<file path="config.mk">
export PLATFORM = sky130hd
export DESIGN_NAME = beam_path
export DESIGN_NICKNAME = d
export VERILOG_FILES = /design/src/rtl/beam_pkg.sv /design/src/rtl/beam_path_frame_delay.sv /design/src/rtl/beam_path.sv
export SDC_FILE = /design/constraint.sdc
export NUM_CORES = 1
export LEC_CHECK = 0
export CAP_MARGIN = 30
export CORE_MARGIN = 2
export CORE_UTILIZATION = 50
export DETAILED_ROUTE_END_ITERATION = 10
export PLACE_DENSITY = 0.77
export SKIP_LAST_GASP = 1
export SYNTH_ARGS = -nofsm -noshare
export SYNTH_HDL_FRONTEND = slang
export SYNTH_HIERARCHICAL = 1
export SYNTH_SLANG_ARGS = --single-unit
</file>
<file path="constraint.sdc">
create_clock -name CLOCK_50 -period 2.3 [get_ports CLOCK_50]
set_clock_uncertainty 0.15 [all_clocks]
set_input_delay 0.23 -clock CLOCK_50 [delete_from_list [all_inputs] [get_ports CLOCK_50]]
set_output_delay 0.23 -clock CLOCK_50 [all_outputs]
set_load 0.05 [all_outputs]
</file>
<file path="src/rtl/beam_pkg.sv">
// beam_pkg: shared definitions for the beam animation path.
//   - direction encodings for the dir input
//   - screen and block geometry, from which the default position limits come
//   - FSM state encoding used by beam_path
//   - at_edge(): true when a block cannot take one more step in a direction
package beam_pkg;

    localparam logic [1:0] DIR_RIGHT = 2'b00;
    localparam logic [1:0] DIR_LEFT  = 2'b01;
    localparam logic [1:0] DIR_DOWN  = 2'b10;
    localparam logic [1:0] DIR_UP    = 2'b11;

    localparam int SCREEN_W = 160;
    localparam int SCREEN_H = 120;
    localparam int BLOCK_W  = 2;
    localparam int BLOCK_H  = 4;

    // Largest top-left coordinate that keeps the whole block on screen.
    localparam int X_MAX_DEF = SCREEN_W - BLOCK_W;
    localparam int Y_MAX_DEF = SCREEN_H - BLOCK_H;

    typedef enum logic [2:0] {
        ST_IDLE,
        ST_DRAW_GO,
        ST_DRAW_WAIT,
        ST_DELAY,
        ST_ERASE_GO,
        ST_ERASE_WAIT,
        ST_STEP,
        ST_DONE
    } state_t;

    function automatic logic at_edge(input logic [1:0] d,
                                     input logic [7:0] x,
                                     input logic [6:0] y,
                                     input logic [7:0] x_lim,
                                     input logic [6:0] y_lim);
        logic r;
        case (d)
            DIR_RIGHT: r = (x == x_lim);
            DIR_LEFT:  r = (x == 8'd0);
            DIR_DOWN:  r = (y == y_lim);
            default:   r = (y == 7'd0);
        endcase
        return r;
    endfunction

endpackage

</file>
<file path="src/rtl/beam_path_frame_delay.sv">
// frame_delay: loadable down-counter that times the pause between a draw
// and its erase.
//   clk, rst : clock, asynchronous active-high reset
//   load     : preload DELAY_CYCLES-1
//   enable   : count down by one per cycle, saturating at zero
//   zero     : counter is zero
// Loading DELAY_CYCLES-1 and leaving on the zero cycle gives a wait of
// exactly DELAY_CYCLES cycles.
module frame_delay #(
    parameter int DELAY_CYCLES = 833_333
) (
    input  logic clk,
    input  logic rst,
    input  logic load,
    input  logic enable,
    output logic zero
);

    localparam int CNT_W = (DELAY_CYCLES > 1) ? $clog2(DELAY_CYCLES) : 1;
    localparam logic [CNT_W-1:0] LOAD_VAL = CNT_W'(DELAY_CYCLES - 1);

    logic [CNT_W-1:0] cnt_q, cnt_d;

    always_comb begin
        cnt_d = cnt_q;
        if (load) begin
            cnt_d = LOAD_VAL;
        end else if (enable && (cnt_q != '0)) begin
            cnt_d = cnt_q - 1'b1;
        end
    end

    always_ff @(posedge clk or posedge rst) begin
        if (rst) begin
            cnt_q <= '0;
        end else begin
            cnt_q <= cnt_d;
        end
    end

    assign zero = (cnt_q == '0);

endmodule

</file>
<file path="src/rtl/beam_path.sv">
// beam_path: sequencer that animates a 2x4 block in a straight line by
// driving beam_coord: draw, wait a frame, erase, step one pixel, repeat.
// Stops after `steps` moves or when the next move would leave the screen.
//   CLOCK_50, reset        : clock, asynchronous active-high reset
//   start                  : begin a path (only looked at in IDLE)
//   x_start, y_start       : initial block position (clipped to limits)
//   dir, steps, colour     : direction, number of moves, beam colour
//   bc_done                : completion pulse from beam_coord
//   bc_go, bc_x, bc_y,
//   bc_colour              : request to beam_coord
//   busy                   : not in IDLE
//   finished               : one-cycle pulse at the end of a path
//   hit_edge               : path stopped at a screen boundary
module beam_path
    import beam_pkg::*;
#(
    parameter int DELAY_CYCLES = 833_333,
    parameter int X_MAX        = X_MAX_DEF,
    parameter int Y_MAX        = Y_MAX_DEF
) (
    input  logic       CLOCK_50,
    input  logic       reset,
    input  logic       start,
    input  logic [7:0] x_start,
    input  logic [6:0] y_start,
    input  logic [1:0] dir,
    input  logic [7:0] steps,
    input  logic [2:0] colour,
    input  logic       bc_done,
    output logic       bc_go,
    output logic [7:0] bc_x,
    output logic [6:0] bc_y,
    output logic [2:0] bc_colour,
    output logic       busy,
    output logic       finished,
    output logic       hit_edge
);

    localparam logic [7:0] X_LIM = 8'(X_MAX);
    localparam logic [6:0] Y_LIM = 7'(Y_MAX);

    state_t     state_q, state_d;
    logic [7:0] cur_x_q, cur_x_d;
    logic [6:0] cur_y_q, cur_y_d;
    logic [1:0] dir_r_q, dir_r_d;
    logic [2:0] col_r_q, col_r_d;
    logic [7:0] remaining_q, remaining_d;
    logic       bc_go_q, bc_go_d;
    logic [2:0] bc_colour_q, bc_colour_d;
    logic       busy_q, busy_d;
    logic       finished_q, finished_d;
    logic       hit_edge_q, hit_edge_d;

    logic dly_load, dly_en, dly_zero;

    frame_delay #(
        .DELAY_CYCLES(DELAY_CYCLES)
    ) u_frame_delay (
        .clk   (CLOCK_50),
        .rst   (reset),
        .load  (dly_load),
        .enable(dly_en),
        .zero  (dly_zero)
    );

    // Outputs are registered: each *_d is the value for the state being
    // entered, so bc_go/finished line up with DRAW_GO/ERASE_GO/DONE.
    always_comb begin
        state_d     = state_q;
        cur_x_d     = cur_x_q;
        cur_y_d     = cur_y_q;
        dir_r_d     = dir_r_q;
        col_r_d     = col_r_q;
        remaining_d = remaining_q;
        bc_go_d     = 1'b0;
        bc_colour_d = bc_colour_q;
        finished_d  = 1'b0;
        hit_edge_d  = hit_edge_q;
        dly_load    = 1'b0;
        dly_en      = 1'b0;

        unique case (state_q)
            ST_IDLE: begin
                if (start) begin
                    cur_x_d     = (x_start > X_LIM) ? X_LIM : x_start;
                    cur_y_d     = (y_start > Y_LIM) ? Y_LIM : y_start;
                    dir_r_d     = dir;
                    col_r_d     = colour;
                    remaining_d = steps;
                    hit_edge_d  = 1'b0;
                    bc_go_d     = 1'b1;
                    bc_colour_d = colour;
                    state_d     = ST_DRAW_GO;
                end
            end
            ST_DRAW_GO: state_d = ST_DRAW_WAIT;
            ST_DRAW_WAIT: begin
                if (bc_done) begin
                    if (remaining_q == 8'd0) begin
                        finished_d = 1'b1;
                        state_d    = ST_DONE;
                    end else if (at_edge(dir_r_q, cur_x_q, cur_y_q, X_LIM, Y_LIM)) begin
                        hit_edge_d = 1'b1;
                        finished_d = 1'b1;
                        state_d    = ST_DONE;
                    end else begin
                        dly_load = 1'b1;
                        state_d  = ST_DELAY;
                    end
                end
            end
            ST_DELAY: begin
                dly_en = 1'b1;
                if (dly_zero) begin
                    bc_go_d     = 1'b1;
                    bc_colour_d = 3'b000;
                    state_d     = ST_ERASE_GO;
                end
            end
            ST_ERASE_GO: state_d = ST_ERASE_WAIT;
            ST_ERASE_WAIT: begin
                if (bc_done) state_d = ST_STEP;
            end
            ST_STEP: begin
                // The edge check in DRAW_WAIT guarantees this move is in range.
                case (dir_r_q)
                    DIR_RIGHT: cur_x_d = cur_x_q + 8'd1;
                    DIR_LEFT:  cur_x_d = cur_x_q - 8'd1;
                    DIR_DOWN:  cur_y_d = cur_y_q + 7'd1;
                    default:   cur_y_d = cur_y_q - 7'd1;
                endcase
                remaining_d = remaining_q - 8'd1;
                bc_go_d     = 1'b1;
                bc_colour_d = col_r_q;
                state_d     = ST_DRAW_GO;
            end
            ST_DONE: state_d = ST_IDLE;
            default: state_d = ST_IDLE;
        endcase

        busy_d = (state_d != ST_IDLE);
    end

    always_ff @(posedge CLOCK_50 or posedge reset) begin
        if (reset) begin
            state_q     <= ST_IDLE;
            cur_x_q     <= '0;
            cur_y_q     <= '0;
            dir_r_q     <= '0;
            col_r_q     <= '0;
            remaining_q <= '0;
            bc_go_q     <= 1'b0;
            bc_colour_q <= '0;
            busy_q      <= 1'b0;
            finished_q  <= 1'b0;
            hit_edge_q  <= 1'b0;
        end else begin
            state_q     <= state_d;
            cur_x_q     <= cur_x_d;
            cur_y_q     <= cur_y_d;
            dir_r_q     <= dir_r_d;
            col_r_q     <= col_r_d;
            remaining_q <= remaining_d;
            bc_go_q     <= bc_go_d;
            bc_colour_q <= bc_colour_d;
            busy_q      <= busy_d;
            finished_q  <= finished_d;
            hit_edge_q  <= hit_edge_d;
        end
    end

    assign bc_go     = bc_go_q;
    assign bc_x      = cur_x_q;
    assign bc_y      = cur_y_q;
    assign bc_colour = bc_colour_q;
    assign busy      = busy_q;
    assign finished  = finished_q;
    assign hit_edge  = hit_edge_q;

endmodule

</file>
==> results by stage <==
Power and ir drop:
- The worst vdd rail ir drop is approximately 0.0009 V.
- For this design the static power due to leakage is approximately 2.1 nW.
- The share of total power dissipated in combinational logic is 0.562.
- Power spread over the standard cell area amounts to approximately 1200 mW/mm^2.
- The net switching power of the design is between 2 and 3 mW.
- Of the total power, registers draw 0.288.
- The internal power summed over all cells is ~3.4 mW.
- The share of total power dissipated in the clock network is 0.150.
- Of the total power, the share spent switching nets is 0.4543.

Die:
- The floorplan step defined a die boundary enclosing around 0.0084 sq mm.
- After floorplanning, the core was divided into 31 placement rows.
- The die height is ~92 um.
- After floorplanning, the core was sized to cover around 0.0073 sq mm.
- The I/O pin count is 54.
- From left edge to right edge, the die measures between 90 and 100 um.
- For this configuration, the core starts out at a cell density of 0.5226.

Layout:
- In the final layout, the share of cells above drive strength 1 is 0.1823.
- The layout overhead on the synthesized area is 32.20%.
- In the layout the commonest cells are sky130_fd_sc_hd__clkdlybuf4s50_1, sky130_fd_sc_hd__dfrtp_1, sky130_fd_sc_hd__nand2_1, sky130_fd_sc_hd__buf_4, sky130_fd_sc_hd__nor2_1.
- Leaving out fill and tap cells, the most frequent cell in the layout is sky130_fd_sc_hd__clkdlybuf4s50_1.
- At the end of the flow, the number of nets in the layout was between 500 and 600.
- The number of inserted filler cells in the final layout is ~570.
- 0 antenna diodes ended up in the layout.
- After routing the design area is 0.005065 sq mm.

Global route:
- Summed over all layers, the global routing overflow is 0.
- The wire length of the first global-routing pass is around 18 mm.
- The pin count of the biggest net entering global routing is 39.
- The via count of the first global-routing pass came to 3866.
- In the global route stage, overall resource usage came out at 0.2612.
- The number of antenna violations at the first check in global routing is 0.

Drt:
- After the first detailed-routing iteration, the DRC count stood at around 200.
- The number of vias per cell is around 6.0.
- The average wire per cell in the routed design is 16.54 um.
- The via count is 3861.
- The number of detailed-route iterations in the first pass is 5.
- The routed design has 10.62 mm of wire.
- The number of nets with antenna violations after detailed routing is 0.
- The number of remaining DRC errors is 0.

STA:
- The worst hold slack after final layout is 0.1787 ns.
- The slew at the pin closest to its max-slew limit is ~0.78 ns.
- The hold violation total from the final report is 0.
- In this run the tightest slew margin relative to its limit is 0.4791.
- The final critical delay including setup and external delays is about 2.3 ns.
- The setup slack of the critical path after layout is between 0.02 and 0.025 ns.
- Setup violations remaining at the end of the flow were counted as 0.
- The final max-slew violation count came to 0.
- Static timing analysis puts the maximum clock frequency at 439.2 MHz.
- Setup repair after global routing could not meet its margin everywhere.
- Dividing the final minimum period by the clock period gives 0.9899.
- The final total negative setup slack is 0 ns.

Clock network:
- The clock-pin transition on the worst setup and hold timing paths is roughly 0.070 ns.
- The number of levels in the clock H-tree is 3.
- The clock tree buffer depth is 2.
- The later pin in the worst-skew pair is clocked with a latency of 0.35 ns.
- The count of hold-fix buffers inserted at cts is 0.
- The number of clock sinks seen by CTS is 58.
- TritonCTS built the clock tree.
- The clock tree root driver cell is sky130_fd_sc_hd__clkbuf_8.
- Clock tree synthesis inserted a total of 9 buffers.

Synthesis:
- The synthesized design spends more area on one cell type than any other, namely sky130_fd_sc_hd__dfrtp_1.
- For this run, asynchronously set or reset flops after synthesis account for 1.000.
- The netlist area before placement is between 0.003 and 0.004 sq mm.
- The part of the Yosys area used for sequential elements is 0.3788.
- The top-area cell type share of the netlist area is 0.3788.
- The number of warnings reported in the yosys synthesis log is 6.
- The total nets after synthesis is just under 500.
- Ranked by total cell area, the synthesized netlist is headed by sky130_fd_sc_hd__dfrtp_1, sky130_fd_sc_hd__ha_1, sky130_fd_sc_hd__nand2_1.
- The cell count after synthesis came out at approximately 450.
- A synthesized cell averages ~8.6 sq um.
- The number of enable-type register cells in the synthesized netlist is 0.
- Among all flip-flop cells after synthesis, the most frequent one is sky130_fd_sc_hd__dfrtp_1.
- The post-synthesis sequential element count is 58.
- The number of different library cells used by synthesis comes to 62.

Run status:
- The run finished with clean final reports.

Placement:
- The worst slack at placement is -0.04925 ns.
- The total of buffers placed on input and output ports is 53.
- After detailed placement, the total cell area comes to between 0.004 and 0.005 sq mm.
- The weighted congestion reported at the end of routability-driven placement is approximately 0.9.
- Summed over all nets, the half-perimeter wirelength after detailed placement is between 7 and 8 mm.

Worst setup path:
- The type of destination of the critical path is a flop.
- Of all nets on the critical path, the largest fanout is 7.
- At the worst endpoint, the arrival time is 2.40 ns.
- The required time at the worst-slack endpoint is around 2.4 ns.
- The launching element type of the critical path is a flop.
- The type of the worst setup path is reg -> reg.

Hold path:
- The worst hold path belongs to the class in -> async.

Flow run:
- The max-capacitance violation count is 0.
## cell usage after synthesis, drive strengths merged (4+ instances only)
| cell | instances |
|---|---|
| nor2b | 14 |
| ha | 15 |
| o21ai | 28 |
| mux2i | 14 |
| a21o | 8 |
| a311oi | 4 |
| nor2 | 39 |
| nor3b | 5 |
| o22ai | 4 |
| nand2 | 49 |
| nand2b | 4 |
| o31ai | 7 |
| dfrtp | 58 |
| o211ai | 6 |
| nand3 | 15 |
| buf | 6 |
| inv | 18 |
| nor4 | 6 |
| clkbuf | 15 |
| and3 | 4 |
| or4 | 10 |
| a211oi | 11 |
| a21oi | 32 |
| nor3 | 11 |
| or3 | 9 |
## kinds of logic (layout without fill, tap and decap cells)
group,after synthesis,in the layout,synth area share
compound gates,127,127,0.2152
mux,15,15,0.03952
simple gates,188,188,0.2596
buf+inv,39,135,0.04049
xor+xnor,3,3,0.006860
flops,58,58,0.3788
fa+ha+maj,17,17,0.05944
## flip-flops by register name, summed over array words and instances (netlist names), 2 cells and up
signal and flops:
bc_y 7, state_q 3, dir_r_q 2, bc_x 8, col_r_q 3, remaining_q 8, bc_colour 3, u_frame_delay/cnt_q 20
## final timing paths
kind	from	end	slack [ns]	cells past startpoint
min in group CLOCK_50	dir[1]	dir_r_q[1]	0.30	3
max in group asynchronous	reset	u_frame_delay/cnt_q[14]	1.30	2
setup / recovery	dir_r_q[0]	bc_x[7]	0.02	7
hold reg to reg	col_r_q[1]	col_r_q[1]	0.34	2
setup reg to reg	dir_r_q[0]	bc_x[7]	0.02	7
hold / removal	reset	bc_go	0.18	3
## timing repair
| action | in CTS | in global routing |
|---|---|---|
| gates resized for setup | 2 | 18 |
| pin swaps | 0 | 1 |
| buffers inserted | 0 | 0 |
| setup endpoints to repair | 3 | 22 |
## power by group through the flow
stage	clock network [mW]	logic [mW]	registers, mW
finish	0.948	3.55	1.82
global route	1.01	3.87	1.86
CTS	0.959	3.41	1.78
detailed placement	0	3.38	1.79
global placement	0	3.26	1.78
floorplan	0	1.68	2.28
## cell type report
| cell class | instances | area [sq um] | area share |
|---|---|---|---|
| Clock buffer | 11 | 141.4 | 0.02792 |
| Timing Repair Buffer | 101 | 890.9 | 0.1759 |
| Clock inverter | 5 | 53.80 | 0.01062 |
| Inverter | 18 | 67.56 | 0.01334 |
| Sequential cell | 58 | 1460 | 0.2883 |
| Tap cell | 99 | 123.9 | 0.02446 |
| Multi-Input combinational cell | 350 | 2327 | 0.4595 |
## metal layers
layer | vias to the layer above | GRT usage | wire [um]
met4 | 0 | 0.09470 | 149
met1 | 1872 | 0.3386 | 4731
li1 | 1837 | - | -
met3 | 14 | 0.04066 | 577
met2 | 138 | 0.4406 | 5158
met5 | - | 0 | 0
## per-stage QoR
| stage | instances | total power, mW | utilization |
|---|---|---|---|
| 2_1_floorplan | 447 | 3.964 | - |
| 3_3_place_gp | 626 | 5.041 | 0.6527 |
| 3_5_place_dp | 626 | 5.175 | 0.6527 |
| 4_1_cts | 642 | 6.153 | 0.6805 |
| 5_1_grt | 642 | 6.740 | 0.6909 |
| 6_report | 642 | 6.312 | 0.6909 |
## worst max-delay path, cell delays in order (launching register included)
cell	delay, ns
sky130_fd_sc_hd__dfrtp_1	0.41
sky130_fd_sc_hd__nand2_1	0.11
sky130_fd_sc_hd__inv_2	0.09
sky130_fd_sc_hd__ha_2	0.23
sky130_fd_sc_hd__or4_1	0.54
sky130_fd_sc_hd__o221ai_1	0.19
sky130_fd_sc_hd__or3b_1	0.38
sky130_fd_sc_hd__o211ai_1	0.10
Note: power is estimated with default switching activity, not from simulation.
